**config.mk**
```make
export PLATFORM = sky130hd
export DESIGN_NAME = rice_csr_counter
export DESIGN_NICKNAME = d
export VERILOG_FILES = /design/src/rtl/rice_csr_counter.sv
export SDC_FILE = /design/constraint.sdc
export NUM_CORES = 1
export LEC_CHECK = 0
export ABC_AREA = 0
export CORE_MARGIN = 10
export CORE_UTILIZATION = 45
export CTS_CLUSTER_DIAMETER = 80
export DETAILED_ROUTE_END_ITERATION = 10
export PLACE_DENSITY = 0.74
export RECOVER_POWER = 100
export SLEW_MARGIN = 15
export SYNTH_ARGS = -nofsm -noshare
export SYNTH_HDL_FRONTEND = slang
export SYNTH_SLANG_ARGS = --single-unit
```
**constraint.sdc**
```tcl
create_clock -name i_clk -period 9.2 [get_ports i_clk]
set_clock_uncertainty 0.05 [all_clocks]
set_input_delay 1.84 -clock i_clk [delete_from_list [all_inputs] [get_ports i_clk]]
set_output_delay 1.84 -clock i_clk [all_outputs]
set_load 0.02 [all_outputs]
```
**src/rtl/rice_csr_counter.sv**
```systemverilog
// rice_csr_counter: 64-bit cycle and instret counters feeding the U-level
// counter CSR read ports, with M-level half-word writes and per-counter inhibit.
// Optional macro RICE_CSR_COUNTER_SPLIT_CARRY_EN splits each counter into two
// 32-bit halves joined by a registered carry, so the high half trails a
// low-half wrap by one cycle.
module rice_csr_counter #(
  parameter int unsigned RETIRE_WIDTH  = 1,
  parameter logic [63:0] CYCLE_RESET   = 64'h0,
  parameter logic [63:0] INSTRET_RESET = 64'h0
) (
  input  logic                              i_clk,
  input  logic                              i_rst,
  input  logic [$clog2(RETIRE_WIDTH+1)-1:0] i_retire_count,
  input  logic                              i_inhibit_cycle,
  input  logic                              i_inhibit_instret,
  input  logic                              i_write_valid,
  input  logic [1:0]                        i_write_select,
  input  logic [31:0]                       i_write_data,
  output logic [31:0]                       o_cycle,
  output logic [31:0]                       o_cycleh,
  output logic [31:0]                       o_instret,
  output logic [31:0]                       o_instreth
);

  // Index 0 is the cycle counter, index 1 is the instret counter.
  localparam logic [63:0] RESET_VAL [2] = '{CYCLE_RESET, INSTRET_RESET};

  logic [31:0] inc [2];
  logic [63:0] ctr_val [2];

  // Per-counter increment amount after inhibit is applied.
  always_comb begin
    inc[0] = {31'd0, ~i_inhibit_cycle};
    inc[1] = i_inhibit_instret ? 32'd0 : 32'(i_retire_count);
  end

  for (genvar gi = 0; gi < 2; gi++) begin : g_ctr
    logic wr_low;
    logic wr_high;

    // Select 0/1 address the low halves, 2/3 the high halves.
    assign wr_low  = i_write_valid && (i_write_select == 2'(gi));
    assign wr_high = i_write_valid && (i_write_select == 2'(gi + 2));

`ifdef RICE_CSR_COUNTER_SPLIT_CARRY_EN
    logic [31:0] lo_q, lo_d;
    logic [31:0] hi_q, hi_d;
    logic        carry_q, carry_d;
    logic [32:0] lo_sum;

    // Low half adds the increment; a wrap is parked in the carry flop and
    // applied to the high half one edge later regardless of inhibit. Any
    // write kills the newly generated carry; a high write also overrides
    // the carry being applied this edge.
    always_comb begin
      lo_sum  = {1'b0, lo_q} + {1'b0, inc[gi]};
      lo_d    = lo_sum[31:0];
      hi_d    = hi_q + {31'd0, carry_q};
      carry_d = lo_sum[32];
      if (wr_low) begin
        lo_d    = i_write_data;
        carry_d = 1'b0;
      end
      if (wr_high) begin
        hi_d    = i_write_data;
        carry_d = 1'b0;
      end
    end

    // Counter halves and carry stage, asynchronously reset.
    always_ff @(posedge i_clk or posedge i_rst) begin
      if (i_rst) begin
        lo_q    <= RESET_VAL[gi][31:0];
        hi_q    <= RESET_VAL[gi][63:32];
        carry_q <= 1'b0;
      end else begin
        lo_q    <= lo_d;
        hi_q    <= hi_d;
        carry_q <= carry_d;
      end
    end

    assign ctr_val[gi] = {hi_q, lo_q};
`else
    logic [63:0] cnt_q, cnt_d;
    logic [31:0] lo_inc;

    // Full 64-bit increment; a low write freezes the counter except for the
    // new low word, a high write keeps the low increment but drops its carry.
    always_comb begin
      lo_inc = cnt_q[31:0] + inc[gi];
      cnt_d  = cnt_q + {32'd0, inc[gi]};
      if (wr_low) begin
        cnt_d = {cnt_q[63:32], i_write_data};
      end else if (wr_high) begin
        cnt_d = {i_write_data, lo_inc};
      end
    end

    // Counter register, asynchronously reset.
    always_ff @(posedge i_clk or posedge i_rst) begin
      if (i_rst) begin
        cnt_q <= RESET_VAL[gi];
      end else begin
        cnt_q <= cnt_d;
      end
    end

    assign ctr_val[gi] = cnt_q;
`endif
  end

  assign o_cycle    = ctr_val[0][31:0];
  assign o_cycleh   = ctr_val[0][63:32];
  assign o_instret  = ctr_val[1][31:0];
  assign o_instreth = ctr_val[1][63:32];

endmodule
```
Word level (Yosys, flattened, before mapping) --
Index checks and enable logic that the tools add are counted.
Cells by class: $add $sub $neg 4, equality and inequality tests 3, muxes and demuxes 5, bitwise logic cells 1, reductions and logical operators 5
Operators by type and width (number):
- 64-bit by 1-bit adder with 64-bit output | 2
- 64-bit 2-to-1 mux | 2
- 32-bit by 1-bit adder with 32-bit output | 2
- 32-bit 2-to-1 mux | 2
- 2-bit == test (second input constant) | 2
- 1-bit logical AND | 4
- 2-bit by 1-bit == test with 1-bit output (second input constant) | 1
- 2-bit logical NOT | 1
- 1-bit 2-to-1 mux | 1
- 1-bit NOT | 1
Storage, ports and cells: register bits 128, input bits 40, output and inout port bits 128, logic and storage cells 22

Longest topological paths before layout --
Gate-level depths: netlist of the first run.
depth after elaboration 4, mapped depth 9, gate-level depth less buffers 8

Worst setup path before layout of the first run --
Ideal clock, no wire load.
path type input to register, start in i_inhibit_cycle, end reg g_ctr[0].cnt_q[56], setup time 0.082 ns, arrival time 3.727 ns, required time 9.068 ns, path slack 5.341 ns, cell stages on the path 8, path buffers 0, cells stage by stage inv_1 > ha_1 > ha_1 > nand3_2 > nor4_4 > nand4_1 > or4_1 > a31oi_1
Between the ends: word-level cells in the longest chain between the ends 3
Ends and longest elaborated chain:
- from (decl) | RTL line 14 | input logic i_inhibit_cycle,
- 1-bit NOT | RTL line 33 | inc[0] = {31'd0, ~i_inhibit_cycle};
- 64-bit by 1-bit adder with 64-bit output | RTL line 92 | cnt_d = cnt_q + {32'd0, inc[gi]};
- 64-bit 2-to-1 mux | RTL line 95 | end else if (wr_high) begin
- to (signal assigned) | RTL line 103 | cnt_q <= RESET_VAL[gi];
- to (signal assigned) | RTL line 105 | cnt_q <= cnt_d;
- to (decl) | RTL line 85 | logic [63:0] cnt_q, cnt_d;
Every way passes these cells. A chain may end at the register's enable or synchronous reset.

Worst setup path after layout of the first run --
start in i_write_valid, end reg g_ctr[0].cnt_q[13]
Between the ends: word-level cells in the longest chain between the ends 3, elaborated cells on any way between the ends 4, those cells by class 2 x mux; 2 x reduce/logical
Ends and longest elaborated chain:
- from (decl) | RTL line 16 | input logic i_write_valid,
- 1-bit logical AND | RTL line 43 | assign wr_high = i_write_valid && (i_write_select == 2'(gi + 2));
- 64-bit 2-to-1 mux | RTL line 95
- 32-bit 2-to-1 mux * | RTL line 93 | if (wr_low) begin
- net g_ctr[0].cnt_d[13] | RTL line 85
Mark *: on every way through the listed nets, which the timed path passes. The rest lies on a longest branch.

==> flow_metrics.tcl, run 1 <==
set metrics [dict create \
    violations "capacitance limit, slew limit" \
    routed_via_density 6.30 \
    number_of_antenna_violations_at_the_first_check_in_global_routing 0 \
    tns_ps 0 \
    p_per_area_nw_per_um2 202 \
    async_reset_ff_share_pct 100 \
    layout_cells_sized_above_1_pct 5.42 \
    largest_reg_flops 128 \
    finish.utilization_pct 59.1 \
    vias 8646 \
    cts-resized-gates 0 \
    initial_core_util_pct 45.6 \
    clock-sinks 128 \
    antenna_left 0 \
    globalRouteOverflowTotal 0 \
    synth_area_per_cell_um2 8.33 \
    number_of_optimization_iterations_in_the_first_detailed_route_pass 5 \
    place.detailed.hpwl_um 21500 \
    clkLatencyLatePin_ps 430 \
    clock-root-buffer "sky130_fd_sc_hd__clkbuf_16" \
    num-nets-final 1174 \
    rows 49 \
    timing.hold.worst.class "reg -> reg" \
    endpoint_kind "flop" \
    worst-setup-path-type "in -> reg" \
    final.min_clock_period_ps 5820 \
    ios 168 \
    dieArea_um2 24000 \
    drt-total-wl_um 31000 \
    worstPathArrival_ps 5940 \
    route.detailed.wl_per_inst_um 22.6 \
    post_route_cell_area_um2 10600 \
    maximum_number_of_pins_on_one_net_before_global_route_repair 73 \
    cts_tree "built" \
    grt_util_all_layers_pct 25.0 \
    report.final.slew_viol_count 285 \
    cts_setup_buffers 0 \
    hold_buffers 0 \
    cp-start-kind "input port" \
    vdd_drop_max_mv 0.152 \
    synth_sequential_area_ratio_pct 39.1 \
    gp_routability_congestion 0.966 \
    netlist_instances 984 \
    syn2layout_area_growth_pct 29.4 \
    critical_path.max_fanout 72 \
    cts-buffers-inserted 17 \
    fmaxAchievable_ghz 0.172 \
    grt_pass1_vias 8131 \
    postPlaceCellArea_um2 10100 \
    synth_cell_types 60 \
    postSynth.topFlopCell "sky130_fd_sc_hd__dfrtp_1" \
    ys.warnings.count 0 \
    worst_setup_hold_path_clk_slew_ps 60 \
    post-route-drc-count 0 \
    n_antenna_cell 0 \
    grt_pass1_wl_um 47500 \
    core_area_um2 18000 \
    rsz0062_at_grt "no" \
    outcome "finished with violations" \
    drt_iter0_drc 1003 \
    synth_enable_flop_cells 0 \
    worst_pin_slew_ps 2750 \
    timing.final.crit_share_pct 63.3 \
    synthesis.area_um2 8200 \
    design_power_total_mw 2.14 \
    ys_ff_latch 128 \
    synth_fp_nets 1028 \
    io_buffers 167 \
    h_tree_levels 4 \
    cts-root-to-sink-buffers 2 \
    fp.dieH_um 155 \
    final-setup-viol-count 0 \
    worst_hold_slack_ps 490 \
    regMostFlops "g_ctr.cnt_q" \
    relSlewSlack_pct -84.2 \
    final_hold_viol_count 0 \
    drv_cap 5 \
    critical_path_required_ps 9320 \
    dieWidth_um 155 \
    power.leakage_nw 4.00 \
    regs_by_ff_count "g_ctr.cnt_q (128)" \
]
-- synth_stat cells, types with 7 or more instances --
master	number	area share, %
sky130_fd_sc_hd__a21oi_1	21	1.3
sky130_fd_sc_hd__xnor2_1	29	3.1
sky130_fd_sc_hd__and4_1	11	1.2
sky130_fd_sc_hd__nand3_1	59	3.6
sky130_fd_sc_hd__nand2_1	148	6.8
sky130_fd_sc_hd__or3_1	8	0.61
sky130_fd_sc_hd__nor4_1	27	2.1
sky130_fd_sc_hd__nor2b_1	7	0.53
sky130_fd_sc_hd__or4_1	10	0.92
sky130_fd_sc_hd__a211oi_1	15	1.4
sky130_fd_sc_hd__inv_1	18	0.82
sky130_fd_sc_hd__nor3b_1	8	0.73
sky130_fd_sc_hd__xor2_1	32	3.4
sky130_fd_sc_hd__a31oi_1	11	0.84
sky130_fd_sc_hd__o22ai_1	14	1.1
sky130_fd_sc_hd__and2_1	13	0.99
sky130_fd_sc_hd__a21o_1	7	0.64
sky130_fd_sc_hd__o21ai_0	73	4.5
sky130_fd_sc_hd__nand2b_1	13	0.99
sky130_fd_sc_hd__nor2_1	72	3.3
sky130_fd_sc_hd__nand4_1	70	5.3
sky130_fd_sc_hd__mux2i_1	13	1.6
sky130_fd_sc_hd__dfrtp_1	128	39
sky130_fd_sc_hd__nor3_1	29	1.8
sky130_fd_sc_hd__and3_1	20	1.5
sky130_fd_sc_hd__clkbuf_1	42	1.9
-- final timing paths --
| check | depth (start not counted) | from | to | slack [ps] |
|---|---|---|---|---|
| setup / recovery | 6 | i_write_valid | g_ctr[0].cnt_q[13] | 3380 |
| hold / removal | 2 | g_ctr[1].cnt_q[55] | g_ctr[1].cnt_q[55] | 490 |
| setup reg to reg | 5 | g_ctr[1].cnt_q[21] | g_ctr[1].cnt_q[61] | 6010 |
| hold reg to reg | 2 | g_ctr[1].cnt_q[55] | g_ctr[1].cnt_q[55] | 490 |
| max in group asynchronous | 3 | i_rst | g_ctr[1].cnt_q[1] | 4640 |
| min in group asynchronous | 2 | i_rst | g_ctr[0].cnt_q[8] | 2580 |
-- report_power, final --
part | total, mW | internal, mW | switching, mW
clock | 0.684 | 0.425 | 0.259
sequential | 0.833 | 0.664 | 0.169
combinational | 0.626 | 0.265 | 0.361
-- logic make-up after synthesis --
logic type,count (synthesis),synth area share [%]
buffers and inverters,69,3.24
multiplexers,17,2.14
adder cells (fa/ha/maj),4,0.611
AND/OR/NAND/NOR,516,33.7
flip-flops,128,39.1
XOR/XNOR,61,6.52
AO/OA/AOI/OAI,189,14.7
-- cell usage in the layout (no fill, tap or decap), drive strengths merged, types with 7 or more instances in the layout --
master and n:
and3 20, clkbuf 27, nor3b 8, dfrtp 128, dlygate4sd3 131, or4 12, a31oi 11, nor2 72
a21oi 21, a211oi 15, mux2i 13, and4 11, inv 17, and2 13, o21ai 74, xnor2 29
nand2b 13, xor2 32, nor3 31, nand2 148, or3 8, nor2b 7, o22ai 14, clkdlybuf4s50 36
a21o 7, nand3 61, nor4 33, nand4 75
-- metal layers --
metal	vias to the layer above	global-route usage (%)	part of all wire, %
met3	79	9.07	12
li1	3972	-	-
met5	-	0	0
met2	486	38.1	45
met4	0	12.0	4.6
met1	4109	30.8	39
-- worst max-delay path, stage by stage --
cell                            delay (ps)
sky130_fd_sc_hd__dlygate4sd3_1         650
sky130_fd_sc_hd__nand2b_1               80
sky130_fd_sc_hd__clkbuf_1              710
sky130_fd_sc_hd__nor2_4                260
sky130_fd_sc_hd__clkbuf_1             1950
sky130_fd_sc_hd__o21ai_0               400
-- metrics by stage --
step | setup slack, ps | instances
after global placement | 4590 | 1340
after floorplan | 3900 | 984
after global routing | 2990 | 1372
final | 3380 | 1372
after detailed placement | 4510 | 1340
after CTS | 4950 | 1372
-- area by class of cell --
cell class / instances / area, um^2
inverters: 18 / 68.8
well taps: 229 / 287
fillers: 1620 / 7360
clock buffers: 22 / 484
flip-flops and latches: 128 / 3200
clock inverters: 10 / 109
repair buffers: 178 / 1740
multi-input cells: 787 / 4720
No activity file was read; power rests on OpenSTA's default activity.
==> run 2, diff against run 1 <==
--- a/config.mk
+++ b/config.mk
@@ -10,7 +10,7 @@
 export CORE_UTILIZATION = 45
 export CTS_CLUSTER_DIAMETER = 80
 export DETAILED_ROUTE_END_ITERATION = 10
-export PLACE_DENSITY = 0.74
+export PLACE_DENSITY = 0.77
 export RECOVER_POWER = 100
 export SLEW_MARGIN = 15
 export SYNTH_ARGS = -nofsm -noshare
==> constraint.sdc (replaced) <==
create_clock -name i_clk -period 4.8 [get_ports i_clk]
set_clock_uncertainty 0.05 [all_clocks]
set_input_delay 0.96 -clock i_clk [delete_from_list [all_inputs] [get_ports i_clk]]
set_output_delay 0.96 -clock i_clk [all_outputs]
set_load 0.02 [all_outputs]
==> run 2 against run 1 <==
Compared with the run above:
- total power grew 89%
- sequential cell count unchanged
- register-to-register slack lost 4500 ps
- first-iteration DRC count decreased by 9.0%
- critical path depth unchanged
- clock power grew 83%
- the flow still finishes with violations (capacitance limit, slew limit)
- wire length up 1.2%
- critical endpoint is now g_ctr[0].cnt_q[32]
- sequential share of layout area barely moved
- clock-buffer cell count up 3
==> flow_metrics.tcl, run 2 (same netlist as run 1, synthesis figures left out) <==
set metrics [dict create \
    r2r_end "g_ctr[1].cnt_q[57]" \
    cts_setup_buffers 0 \
    dieWidth_um 155 \
    gp_routability_congestion 0.984 \
    rows 49 \
    timing.hold.worst.class "reg -> reg" \
    dp_slack_ps 891 \
    clkLatencyLatePin_ps 430 \
    clock-sinks 128 \
    cp-start-kind "input port" \
    power_switching_share_pct 36.9 \
    critical_path.max_fanout 40 \
    report.final.slew_viol_count 98 \
    power.leakage_nw 4.00 \
    worst-setup-path-type "in -> reg" \
    clock-root-buffer "sky130_fd_sc_hd__clkbuf_16" \
    fp.dieH_um 155 \
    regs_by_ff_count "g_ctr.cnt_q (128)" \
    endpoint_kind "flop" \
    routed_via_density 6.45 \
    drt-total-wl_um 31400 \
    critical_path_required_ps 5060 \
    grt_pass1_wl_um 48900 \
    ios 168 \
    worst_pin_slew_ps 2560 \
    violations "capacitance limit, slew limit" \
    post-route-drc-count 0 \
    drv_cap 3 \
    layout.cells.most_common_list "sky130_fd_sc_hd__nand2_1, sky130_fd_sc_hd__dlygate4sd3_1, sky130_fd_sc_hd__dfrtp_1" \
    crit-reg2reg-launch "g_ctr[1].cnt_q[21]" \
    worstPathArrival_ps 4260 \
    reg2reg_depth 5 \
    r2r_setup_slack_ps 1470 \
    core_area_um2 18000 \
    regMostFlops "g_ctr.cnt_q" \
    power_switching_mw 1.50 \
    rsz0062_at_grt "no" \
    timing.final.crit_share_pct 83.3 \
    route.detailed.wl_per_inst_um 22.8 \
    drt_iter0_drc 913 \
    tns_ps 0 \
    cts-root-to-sink-buffers 2 \
    dieArea_um2 24000 \
    fmaxAchievable_ghz 0.250 \
    antenna_left 0 \
    grt_util_all_layers_pct 25.7 \
    timing.hold.worst_path_depth 2 \
    place.detailed.hpwl_um 22100 \
    p_clk_share_pct 30.8 \
    min_from "g_ctr[1].cnt_q[55]" \
    finish.utilization_pct 59.0 \
    grt_pass1_vias 8434 \
    layoutNonFillerInstCount 1374 \
    final_common_cell "sky130_fd_sc_hd__nand2_1" \
    num-nets-final 1176 \
    largest_reg_flops 128 \
    number_of_optimization_iterations_in_the_first_detailed_route_pass 6 \
    vdd_drop_max_mv 0.283 \
    final-setup-viol-count 0 \
    final_hold_viol_count 0 \
    relSlewSlack_pct -71.9 \
    design_power_total_mw 4.05 \
    p_per_area_nw_per_um2 382 \
    outcome "finished with violations" \
    numPlacedInstances 1342 \
    globalRouteOverflowTotal 0 \
    sequential_power_share_pct 39.3 \
    cts-resized-gates 0 \
    io_buffers 167 \
    syn2layout_area_growth_pct 29.3 \
    cts_tree "built" \
    final.min_clock_period_ps 4000 \
    layout_cells_sized_above_1_pct 5.24 \
    initial_core_util_pct 45.6 \
    cts-buffers-inserted 17 \
    fin_ws_ps 801 \
    pwr-share-comb_pct 29.9 \
    maximum_number_of_pins_on_one_net_before_global_route_repair 56 \
    p_int_mw 2.56 \
    number_of_antenna_violations_at_the_first_check_in_global_routing 0 \
    vias 8868 \
    timing.hold.worst_endpoint "g_ctr[1].cnt_q[55]" \
    hold_buffers 0 \
    h_tree_levels 4 \
    worst_setup_hold_path_clk_slew_ps 60 \
]
==> run 2: worst max-delay path by stage <==
stage / startpoint / slack, ps / to
finish: i_write_select[0] / 800 / g_ctr[0].cnt_q[32]
global route: i_write_select[0] / 570 / g_ctr[0].cnt_q[62]
CTS: i_inhibit_cycle / 1270 / g_ctr[0].cnt_q[60]
detailed placement: i_inhibit_cycle / 890 / g_ctr[0].cnt_q[56]
global placement: i_inhibit_cycle / 940 / g_ctr[0].cnt_q[60]
floorplan: i_rst / 380 / g_ctr[0].cnt_q[0]
==> run 2: worst max-delay path: stages <==
cell and delay (ps):
sky130_fd_sc_hd__dlygate4sd3_1 610, sky130_fd_sc_hd__nand2b_1 170, sky130_fd_sc_hd__buf_4 260, sky130_fd_sc_hd__nor2_1 1720, sky130_fd_sc_hd__a21oi_1 150, sky130_fd_sc_hd__o221a_2 350
==> run 2: layer usage <==
metal | vias up | wire length (um) | track usage [%]
met5 | - | 0 | 0
met4 | 0 | 1520 | 12.9
met3 | 93 | 3660 | 7.78
met2 | 525 | 13800 | 37.9
met1 | 4284 | 12400 | 33.2
li1 | 3966 | - | -
==> run 2: power by group through the flow <==
stage	Combinational (mW)	Clock, mW	Sequential (mW)
6_report	1.21	1.25	1.59
5_1_grt	1.31	1.30	1.63
4_1_cts	1.29	1.25	1.59
3_5_place_dp	1.28	0	1.61
3_3_place_gp	1.26	0	1.60
2_1_floorplan	0.452	0	1.76
==> run 2: area by class of cell <==
class / instances / area (um^2)
clock buffers: 25 / 505
flip-flops and latches: 128 / 3200
inverters: 18 / 68.8
repair buffers: 180 / 1780
fillers: 1586 / 7360
well taps: 229 / 287
clock inverters: 6 / 55.1
diodes: 1 / 2.50
multi-input cells: 787 / 4700
==> run 2: per-stage QoR <==
stage	hold WS (ps)	area (um^2)
2_1_floorplan	560	8200
3_3_place_gp	474	10100
3_5_place_dp	482	10100
4_1_cts	491	10700
5_1_grt	519	10600
6_report	476	10600
